## src/rtl/fetch_stage_pkg.sv

```systemverilog
// Shared types and constants for the instruction-fetch stage.
package fetch_stage_pkg;
    localparam int          XLEN      = 32;
    localparam logic [31:0] NOP_INSTR = 32'h0000_0000;

    typedef enum logic [1:0] {
        ST_RUN          = 2'b00,
        ST_MISS         = 2'b01,
        ST_MISS_DISCARD = 2'b10
    } fetch_state_e;
endpackage

```

## src/rtl/fetch_stage_if_id_reg.sv

```systemverilog
// IF/ID pipeline register: enable holds the contents, clear loads a bubble.
module if_id_reg
    import fetch_stage_pkg::*;
#(
    parameter int          W         = XLEN,
    parameter logic [31:0] BUBBLE_IN = NOP_INSTR
) (
    input  logic         clk,
    input  logic         rst,
    input  logic         en,
    input  logic         clr,
    input  logic [31:0]  instr_in,
    input  logic [W-1:0] pc_plus4_in,
    output logic [31:0]  instr_out,
    output logic [W-1:0] pc_plus4_out,
    output logic         valid_out
);
    logic [31:0]  instr_q,    instr_d;
    logic [W-1:0] pc_plus4_q, pc_plus4_d;
    logic         valid_q,    valid_d;

    // A clear only lands when enabled, so a stall always wins over a bubble.
    always_comb begin
        instr_d    = instr_q;
        pc_plus4_d = pc_plus4_q;
        valid_d    = valid_q;
        if (en) begin
            if (clr) begin
                instr_d    = BUBBLE_IN;
                pc_plus4_d = '0;
                valid_d    = 1'b0;
            end else begin
                instr_d    = instr_in;
                pc_plus4_d = pc_plus4_in;
                valid_d    = 1'b1;
            end
        end
    end

    always_ff @(posedge clk or posedge rst) begin
        if (rst) begin
            instr_q    <= BUBBLE_IN;
            pc_plus4_q <= '0;
            valid_q    <= 1'b0;
        end else begin
            instr_q    <= instr_d;
            pc_plus4_q <= pc_plus4_d;
            valid_q    <= valid_d;
        end
    end

    assign instr_out    = instr_q;
    assign pc_plus4_out = pc_plus4_q;
    assign valid_out    = valid_q;
endmodule

```

## src/rtl/fetch_stage.sv

```systemverilog
// Instruction fetch: PC, variable-latency imem handshake, redirect handling, IF/ID register.
module fetch_stage
    import fetch_stage_pkg::*;
#(
    parameter int               XLEN_P    = XLEN,
    parameter logic [XLEN_P-1:0] RESET_PC = '0,
    parameter logic [31:0]      NOP_I     = NOP_INSTR
) (
    input  logic              clk,
    input  logic              rst,
    input  logic              stall_if,
    input  logic              stall_id,
    input  logic              redirect_id,
    input  logic [XLEN_P-1:0] redirect_target_id,
    output logic              imem_req,
    output logic [XLEN_P-1:0] imem_addr,
    input  logic [31:0]       imem_rdata,
    input  logic              imem_ready,
    output logic [31:0]       instr_id,
    output logic [XLEN_P-1:0] pc_plus4_id,
    output logic              valid_id,
    output logic              fetch_busy
);
    fetch_state_e      state_q, state_d;
    logic [XLEN_P-1:0] pc_q,    pc_d;
    logic [XLEN_P-1:0] tgt_q,   tgt_d;
    logic              ifid_clr;
    logic              redir_ok;
    logic [XLEN_P-1:0] redir_tgt;
    logic [XLEN_P-1:0] pc_plus4;

    assign redir_ok  = redirect_id & ~stall_id;
    assign redir_tgt = redirect_target_id & ~XLEN_P'(3);
    assign pc_plus4  = pc_q + XLEN_P'(4);

    always_comb begin
        state_d  = state_q;
        pc_d     = pc_q;
        tgt_d    = tgt_q;
        ifid_clr = 1'b1;
        unique case (state_q)
            ST_RUN, ST_MISS: begin
                if (imem_ready) begin
                    state_d = ST_RUN;
                    if (redir_ok) begin
                        pc_d = redir_tgt;
                    end else if (!stall_if) begin
                        pc_d     = pc_plus4;
                        ifid_clr = 1'b0;
                    end
                end else if (redir_ok) begin
                    // Request still in flight: remember where to go once it retires.
                    tgt_d   = redir_tgt;
                    state_d = ST_MISS_DISCARD;
                end else begin
                    state_d = ST_MISS;
                end
            end
            ST_MISS_DISCARD: begin
                if (redir_ok) tgt_d = redir_tgt;
                if (imem_ready) begin
                    pc_d    = redir_ok ? redir_tgt : tgt_q;
                    state_d = ST_RUN;
                end
            end
            default: state_d = ST_RUN;
        endcase
    end

    always_ff @(posedge clk or posedge rst) begin
        if (rst) begin
            state_q <= ST_RUN;
            pc_q    <= RESET_PC;
            tgt_q   <= '0;
        end else begin
            state_q <= state_d;
            pc_q    <= pc_d;
            tgt_q   <= tgt_d;
        end
    end

    if_id_reg #(.W(XLEN_P), .BUBBLE_IN(NOP_I)) u_if_id (
        .clk          (clk),
        .rst          (rst),
        .en           (~stall_id),
        .clr          (ifid_clr),
        .instr_in     (imem_rdata),
        .pc_plus4_in  (pc_plus4),
        .instr_out    (instr_id),
        .pc_plus4_out (pc_plus4_id),
        .valid_out    (valid_id)
    );

    assign imem_req   = ~rst;
    assign imem_addr  = pc_q;
    assign fetch_busy = (state_q == ST_MISS) || (state_q == ST_MISS_DISCARD);
endmodule

```

## config.mk

```make
export PLATFORM = sky130hd
export DESIGN_NAME = fetch_stage
export DESIGN_NICKNAME = d
export VERILOG_FILES = /design/src/rtl/fetch_stage_pkg.sv /design/src/rtl/fetch_stage_if_id_reg.sv /design/src/rtl/fetch_stage.sv
export SDC_FILE = /design/constraint.sdc
export NUM_CORES = 1
export LEC_CHECK = 0
export ABC_AREA = 1
export BUFFER_PORTS_ARGS = -buffer_cell sky130_fd_sc_hd__buf_2
export CAP_MARGIN = 15
export CORE_UTILIZATION = 40
export DETAILED_ROUTE_END_ITERATION = 12
export PLACE_DENSITY = 0.71
export SLEW_MARGIN = 0
export SYNTH_ARGS = -nofsm -noshare
export SYNTH_HDL_FRONTEND = slang
export SYNTH_SLANG_ARGS = --single-unit
```

## constraint.sdc

```tcl
create_clock -name clk -period 9.55 [get_ports clk]
set_input_delay 1.91 -clock clk [delete_from_list [all_inputs] [get_ports clk]]
set_output_delay 1.91 -clock clk [all_outputs]
set_load 0.02 [all_outputs]
```

==> impl_metrics.toml, run 1 <==
[clock_tree]
clkTransAtPathRegs_ns = 0.05
cts_tree = "yes"
clock_latency_ns = 0.42
clk_path_buf_depth = 2
hold_buffers = 0
clock-sinks = 131
post_cts_resized = 0
post-cts-setup-buffers = 0
htreeDepth = 4
root_buffer = "clkbuf_16"
cts-buffers-inserted = 17

[grt]
grt_max_degree = 79
gr-total-overflow = 0
grt_usage = 0.209
grt_pass1_wl_um = 26300
grt_pass1_vias = 5004
antenna_found_initial = 0

[yosys]
synth_common_cells = "nand2_1, dfrtp_1, inv_1"
ys_types = 30
yosys_warnings = 0
avgSynthCellArea_sq_um = 8.46
async_reset_ff_frac = 1.00
syn_nets = 821
synthFlopType = "dfrtp_1"
synth_seq_area_share = 0.519
yosysTopAreaCell = "dfrtp_1"
synth-edff-count = 0
synth_area_sq_um = 6320
post-synth-top-count-cell = "nand2_1"
synthDominantCellAreaShare = 0.519
syn_inst = 747
synth_area_leaders = "dfrtp_1, nand2_1, a22o_1"
ys_ff_latch = 131

[sta]
whs_ns = 0.475
period_share = 0.515
fin_tns_setup_ns = 0
clock_skew_ns = 0.00608
fin_crit_ns = 4.92
worst_slew_margin_rel = 0.292
drv_slew = 0
setup_violations = 0
tightest_slew_ns = 1.06
rsz0062_at_grt = "no"
fmax_mhz = 203
hold_violations = 0

[layout]
seqCellArea_sq_um = 3280
multiInputGateArea_sq_um = 2550
area_delta_synth_final_pct = 26.1
nFillCells = 1478
fin_nets = 977
drive_above_1_share = 0.253
antenna_cells = 0

[setup_path]
crit_path_max_fanout = 78
required_ns = 7.64
startpoint = "rst"
path_cells = "buf_2, inv_4, buf_2"
crit_arrival_ns = 3.01
max_stage_delay_ns = 0.68
crit_path_frequent_cell = "buf_2"
critPathKind = "input port to output pin"
path_buf_inv = 3
crit_family = "buffers and inverters"
worst_setup_path_end_kind = "output pin"
rr_worst_depth = 8
cp.depth = 3
rr_startpoint = "state_q[1]"
crit_path_top_delay_cell = "inv_4"
r2r_end = "u_if_id.pc_plus4_out[19]"
cp-start-kind = "input port"
reg2reg_slack_ns = 7.30
crit_end = "imem_req"

[pwr]
ir_worst_vdd_mv = 0.131
leakage_nw = 4.39
power_density_nw_per_um2 = 248

[run]
maxCapViolCount = 0

[drt]
drtIter0Drc = 365
drc = 0
num_vias = 5535
drtAntennaViolNets = 0
drt_first_pass_iters = 7
wl_per_cell_um = 14.7
viasPerCell = 4.91
finalWirelength_um = 16600

[floorplan]
initial_core_util = 0.413
core_sq_um = 15300
fp.dieW_um = 128
die-area_sq_um = 16300
die_h_um = 128
ios = 169
rows = 45

[placement]
place_congestion = 0.894
port_buffers = 166
dp_hpwl_um = 11400

[hold_path]
hp-class = "register to register"

[run_status]
status = "completed"
-- state kept, by name, indices dropped and copies added, names as in the netlist --
signal,count
tgt_q,32
u_if_id.pc_plus4_out,32
imem_addr,32
u_if_id.instr_out,32
u_if_id.valid_out,1
state_q,2
-- routing by layer --
metal  up-vias  part of all wire  track usage
met2       202              0.43        0.308
met3        26             0.072       0.0497
li1       2716                 -            -
met5         -                 0            0
met4         0             0.022       0.0817
met1      2591              0.48        0.298
-- cell families after synthesis --
| kind of cell | after synthesis | synth area share |
|---|---|---|
| buf+inv | 121 | 0.0790 |
| xor+xnor | 15 | 0.0244 |
| fa+ha+maj | 4 | 0.00792 |
| flops | 131 | 0.519 |
| compound gates | 142 | 0.151 |
| simple gates | 334 | 0.219 |
-- metrics by stage --
step / power [mW] / std cells / util / setup WS (ns) / cell area, sq um
after floorplan: 1.07 / 747 / - / 2.92 / 6320
after global placement: 1.24 / 1094 / 0.475 / 4.55 / 7280
after detailed placement: 1.25 / 1094 / 0.475 / 4.56 / 7280
after CTS: 1.98 / 1126 / 0.519 / 4.55 / 7950
after global routing: 2.08 / 1127 / 0.521 / 4.42 / 7970
final: 1.97 / 1127 / 0.521 / 4.63 / 7970
-- worst min-delay path: cells and delay by family (launching register included) --
family,cells,cell delay (ns)
simple gates,2,0.10
flops,1,0.34
-- cells in the final DEF, fill, tap and decap left out --
master and instances:
buf_4 4, clkinvlp_4 1, bufinv_16 5, o31ai_1 1, o22ai_1 29, buf_12 1, inv_1 82, nor2_1 59
o21ai_1 3, a22o_1 40, xor2_2 3, dfrtp_1 131, inv_2 4, a21oi_1 11, nor3_1 1, a21boi_0 3
nand3_2 1, a21boi_1 13, o21ai_0 36, o21ai_2 1, nand2_2 5, xor2_1 12, nor2_2 7, a22oi_1 4
nand2_4 1, clkbuf_1 1, clkbuf_8 5, nand2_1 225, buf_2 166, ha_1 4, clkbuf_16 17, o221ai_1 1
nand3_1 28, inv_4 1, nor2_4 6, nand4_2 1, clkinv_2 3
-- layout make-up --
type                       count  area share
clock buffer                  23      0.0625
clock inverter                 9      0.0217
inverter                      87      0.0413
multi-input combinational    495       0.320
sequential                   131       0.411
tap                          211      0.0331
timing repair buffer         171       0.111
-- power by group --
part	total [mW]	switching, mW	internal [mW]
Combinational	0.512	0.343	0.169
Sequential	0.730	0.0852	0.645
Clock	0.731	0.234	0.497
-- worst min path at each step --
stage / slack (ns) / from / cells after the start / endpoint
after floorplan: 0.46 / tgt_q[1] / 2 / tgt_q[1]
after global placement: 0.46 / u_if_id.pc_plus4_out[15] / 2 / u_if_id.pc_plus4_out[15]
after detailed placement: 0.46 / u_if_id.pc_plus4_out[17] / 2 / u_if_id.pc_plus4_out[17]
after CTS: 0.48 / u_if_id.pc_plus4_out[17] / 2 / u_if_id.pc_plus4_out[17]
after global routing: 0.48 / u_if_id.pc_plus4_out[17] / 2 / u_if_id.pc_plus4_out[17]
final: 0.48 / u_if_id.pc_plus4_out[18] / 2 / u_if_id.pc_plus4_out[18]
Power figures use the tool's default switching activity.
==> inputs of run 2 (changes only) <==
==> constraint.sdc (replaced) <==
create_clock -name clk -period 5.08 [get_ports clk]
set_input_delay 1.016 -clock clk [delete_from_list [all_inputs] [get_ports clk]]
set_output_delay 1.016 -clock clk [all_outputs]
set_load 0.02 [all_outputs]
==> run 2 against run 1 <==
Wire length is 1.0% lower. Register-to-register slack got worse by 4.8 ns. Sequential power rose by 88%. Critical path depth unchanged. Critical path type unchanged. Largest cell class unchanged.
==> impl_metrics.toml, run 2 (synthesis gave the netlist of run 1 again) <==
[run_status]
status = "completed"

[clock_tree]
post-cts-setup-buffers = 0
post_cts_resized = 0
root_buffer = "clkbuf_16"
cts-buffers-inserted = 17
clock-sinks = 131
cts_tree = "yes"
clock_latency_ns = 0.41
hold_buffers = 0
clk_path_buf_depth = 2
clkTransAtPathRegs_ns = 0.06
htreeDepth = 4

[sta]
rsz0062_at_grt = "no"
drv_slew = 0
fmax_mhz = 347
fin_tns_setup_ns = 0
clock_skew_ns = 0.00817
hold_violations = 0
tightest_slew_ns = 1.06
fin_crit_ns = 2.88
whs_ns = 0.471
setup_violations = 0
worst_slew_margin_rel = 0.295
period_share = 0.568

[grt]
grt_pass1_vias = 5104
antenna_found_initial = 0
gr-total-overflow = 0
grt_pass1_wl_um = 26200
grt_usage = 0.206
grt_max_degree = 82

[setup_path]
crit_path_frequent_cell = "buf_2"
path_cells = "buf_2, inv_4, buf_2"
crit_family = "buffers and inverters"
crit_arrival_ns = 1.87
path_buf_inv = 3
cp-start-kind = "input port"
crit_path_top_delay_cell = "inv_4"
critPathKind = "input port to output pin"
worst_setup_path_end_kind = "output pin"
crit_path_max_fanout = 52
reg2reg_slack_ns = 2.48
required_ns = 4.06
max_stage_delay_ns = 0.45

[placement]
place_congestion = 0.915
port_buffers = 166
postPlaceCellArea_sq_um = 7290
dp_hpwl_um = 11400

[pwr]
pwr-share-clk = 0.330
leakage_nw = 4.33
sw_frac_of_total = 0.360
ir_worst_vdd_mv = 0.271
combPwrFrac = 0.276
p_int_mw = 2.23
power_density_nw_per_um2 = 444
seq_power_share = 0.394
p_switching_mw = 1.26

[layout]
nFillCells = 1498
area_delta_synth_final_pct = 24.2
final_cell_mix = "nand2_1, buf_2, dfrtp_1, inv_1, nor2_1"
drive_above_1_share = 0.254
fin_area_sq_um = 7850
fin_nets = 977
antenna_cells = 0
mostFrequentLayoutCell = "nand2_1"

[floorplan]
ios = 169
initial_core_util = 0.413
rows = 45
fp.dieW_um = 128
core_sq_um = 15300
die-area_sq_um = 16300
die_h_um = 128

[run]
maxCapViolCount = 0

[drt]
num_vias = 5504
drtAntennaViolNets = 0
drt_first_pass_iters = 6
drtIter0Drc = 415
finalWirelength_um = 16400
viasPerCell = 4.88
wl_per_cell_um = 14.6
drc = 0

[hold_path]
hp-class = "register to register"
-- run 2: per-stage QoR --
step,instances,setup WS [ns],utilization,power [mW]
6_report,1127,2.20,0.513,3.48
5_1_grt,1127,2.04,0.513,3.68
4_1_cts,1127,2.14,0.513,3.51
3_5_place_dp,1095,1.95,0.476,2.34
3_3_place_gp,1095,1.97,0.476,2.33
2_1_floorplan,747,0.241,-,2.02
-- run 2: final cells by class --
type,count,area (sq um),area share
timing repair buffer,171,868,0.111
sequential,131,3280,0.418
inverter,87,329,0.0419
clock inverter,13,109,0.0139
multi-input combinational,495,2550,0.325
clock buffer,19,453,0.0577
tap,211,264,0.0336
-- run 2: worst paths after layout --
check / from / end / cells past startpoint
max reg2reg: state_q[1] / imem_addr[7] / 11
max: rst / imem_req / 3
max in group asynchronous: rst / tgt_q[8] / 3
min reg2reg: u_if_id.pc_plus4_out[25] / u_if_id.pc_plus4_out[25] / 2
min in group asynchronous: rst / u_if_id.pc_plus4_out[25] / 2
min: u_if_id.pc_plus4_out[25] / u_if_id.pc_plus4_out[25] / 2
-- run 2: worst min-delay path, stage by stage, from the launching register on --
cell and delay, ns:
dfrtp_1 0.34, nand2_1 0.05, nand2_1 0.05
-- run 2: metal layers --
| metal | global-route usage | vias to the layer above | share of wire |
|---|---|---|---|
| met2 | 0.307 | 205 | 0.44 |
| met1 | 0.302 | 2547 | 0.48 |
| met4 | 0.0651 | 0 | 0.013 |
| met3 | 0.0413 | 18 | 0.068 |
| met5 | 0 | - | 0 |
| li1 | - | 2734 | - |
-- run 2: power by group through the flow --
stage | sequential, mW | combinational, mW | clock (mW)
global route | 1.39 | 1.07 | 1.22
CTS | 1.37 | 0.968 | 1.17
floorplan | 1.51 | 0.513 | 0
detailed placement | 1.39 | 0.957 | 0
global placement | 1.38 | 0.949 | 0
finish | 1.37 | 0.962 | 1.15
==> inputs of run 3 (changes only) <==
--- a/config.mk
+++ b/config.mk
@@ -10,7 +10,7 @@
 export CAP_MARGIN = 15
 export CORE_UTILIZATION = 40
 export DETAILED_ROUTE_END_ITERATION = 12
-export PLACE_DENSITY = 0.71
+export PLACE_DENSITY = 0.74
 export SLEW_MARGIN = 0
 export SYNTH_ARGS = -nofsm -noshare
 export SYNTH_HDL_FRONTEND = slang
==> constraint.sdc (replaced) <==
create_clock -name clk -period 2.4 [get_ports clk]
set_input_delay 0.48 -clock clk [delete_from_list [all_inputs] [get_ports clk]]
set_output_delay 0.48 -clock clk [all_outputs]
set_load 0.02 [all_outputs]
==> run 3 against run 2 <==
Non-clock buffer count increased by 6. Register-to-register slack got worse by 2.1 ns. Clock skew grew 0.00051 ns. Wire length grew 2.4%. Cell area grew 1.3%. Combinational power is 110% higher. Critical path depth rose by 8. Highest routed layer unchanged.
==> impl_metrics.toml, run 3 (synthesis gave the netlist of run 1 again) <==
[clock_tree]
clkTransAtPathRegs_ns = 0.06
clk_path_buf_depth = 2
root_buffer = "clkbuf_16"
clock_latency_ns = 0.42
cts-buffers-inserted = 17
clock-sinks = 131
post-cts-setup-buffers = 0
hold_buffers = 0
cts_tree = "yes"
post_cts_resized = 0
htreeDepth = 4

[sta]
fin_tns_setup_ns = 0
setup_violations = 0
worst_slew_margin_rel = 0.517
rsz0062_at_grt = "no"
drv_slew = 0
fmax_mhz = 485
clock_skew_ns = 0.00868
whs_ns = 0.280
period_share = 0.859
tightest_slew_ns = 0.725
hold_violations = 0
fin_crit_ns = 2.06

[setup_path]
cp-start-kind = "register"
r2r_end = "imem_addr[20]"
crit_path_max_fanout = 58
max_stage_delay_ns = 0.47
crit_end = "imem_addr[20]"
reg2reg_slack_ns = 0.34
critPathKind = "register to register"
required_ns = 2.71
rr_worst_depth = 11
path_cells = "inv_1, ha_1, nor2_1, inv_1, nand3_1, nand2_1, inv_2, nand3_2, buf_4, nor2_1, a21boi_0"
worst_setup_path_end_kind = "register"
rr_startpoint = "state_q[1]"
startpoint = "state_q[1]"
crit_arrival_ns = 2.38
crit_path_top_delay_cell = "buf_4"

[layout]
drive_above_1_share = 0.256
final_core_util = 0.519
mostFrequentLayoutCell = "nand2_1"
antenna_cells = 0
area_delta_synth_final_pct = 25.8
final_cell_mix = "nand2_1, buf_2, dfrtp_1, inv_1, nor2_1"
stdcell_count = 1133
fin_nets = 983

[pwr]
combPwrFrac = 0.269
seq_power_share = 0.383
power_density_nw_per_um2 = 954
ir_worst_vdd_mv = 0.558
p_int_mw = 4.96
p_switching_mw = 2.62
fin_total_pwr_mw = 7.58
pwr-share-clk = 0.348
sw_frac_of_total = 0.346
leakage_nw = 4.39

[grt]
gr-total-overflow = 0
grt_max_degree = 132
grt_pass1_vias = 5305
grt_usage = 0.214
grt_pass1_wl_um = 27000
antenna_found_initial = 0

[run_status]
status = "completed"

[floorplan]
die-area_sq_um = 16300
fp.dieW_um = 128
core_sq_um = 15300
rows = 45
die_h_um = 128
ios = 169
initial_core_util = 0.413

[run]
maxCapViolCount = 0

[placement]
dp_cells = 1101
place_congestion = 0.893
dp_hpwl_um = 11800
port_buffers = 166

[drt]
viasPerCell = 4.95
num_vias = 5609
finalWirelength_um = 16800
wl_per_cell_um = 14.8
drtIter0Drc = 460
drc = 0
drtAntennaViolNets = 0
drt_first_pass_iters = 5

[hold_path]
hp-class = "input port to register"
## run 3: layout make-up
cell class	instances	area (sq um)
inverter	87	330
sequential	131	3280
fill	1485	7360
clock buffer	23	478
multi-input combinational	495	2550
clock inverter	9	126
tap	211	264
timing repair buffer	177	926
## run 3: stage by stage
step	area (sq um)	worst slack, ns
finish	7950	0.338
global route	7950	0.0769
CTS	7950	0.379
detailed placement	7350	0.369
global placement	7350	0.477
floorplan	6320	-0.223
## run 3: power groups by stage
stage	Clock (mW)	Sequential (mW)	Combinational (mW)
after floorplan	0	3.19	1.09
after global placement	0	2.92	2.00
after detailed placement	0	2.93	2.03
after CTS	2.68	2.90	2.05
after global routing	2.78	2.95	2.27
final	2.64	2.91	2.04
## run 3: per-layer routing
layer	GRT usage	up-vias	wire (um)
met5	0	-	0
met4	0.0727	0	272
met3	0.0484	22	1060
met2	0.331	201	7690
met1	0.299	2649	7790
li1	-	2737	-
## run 3: worst min path at each step
stage                              from                  endpoint  cells past startpoint
2_1_floorplan                  tgt_q[1]                  tgt_q[1]                      2
3_3_place_gp   u_if_id.pc_plus4_out[15]  u_if_id.pc_plus4_out[15]                      2
3_5_place_dp    u_if_id.pc_plus4_out[3]   u_if_id.pc_plus4_out[3]                      2
4_1_cts                  imem_rdata[24]     u_if_id.instr_out[24]                      2
5_1_grt                   imem_rdata[6]      u_if_id.instr_out[6]                      2
6_report                 imem_rdata[25]     u_if_id.instr_out[25]                      2
## run 3: critical path, delay by kind of cell (launching register included)
family,cells,cell delay [ns]
adder cells (fa/ha/maj),1,0.18
buffers and inverters,4,0.74
flip-flops,1,0.42
AND/OR/NAND/NOR,5,0.35
AO/OA/AOI/OAI,1,0.23
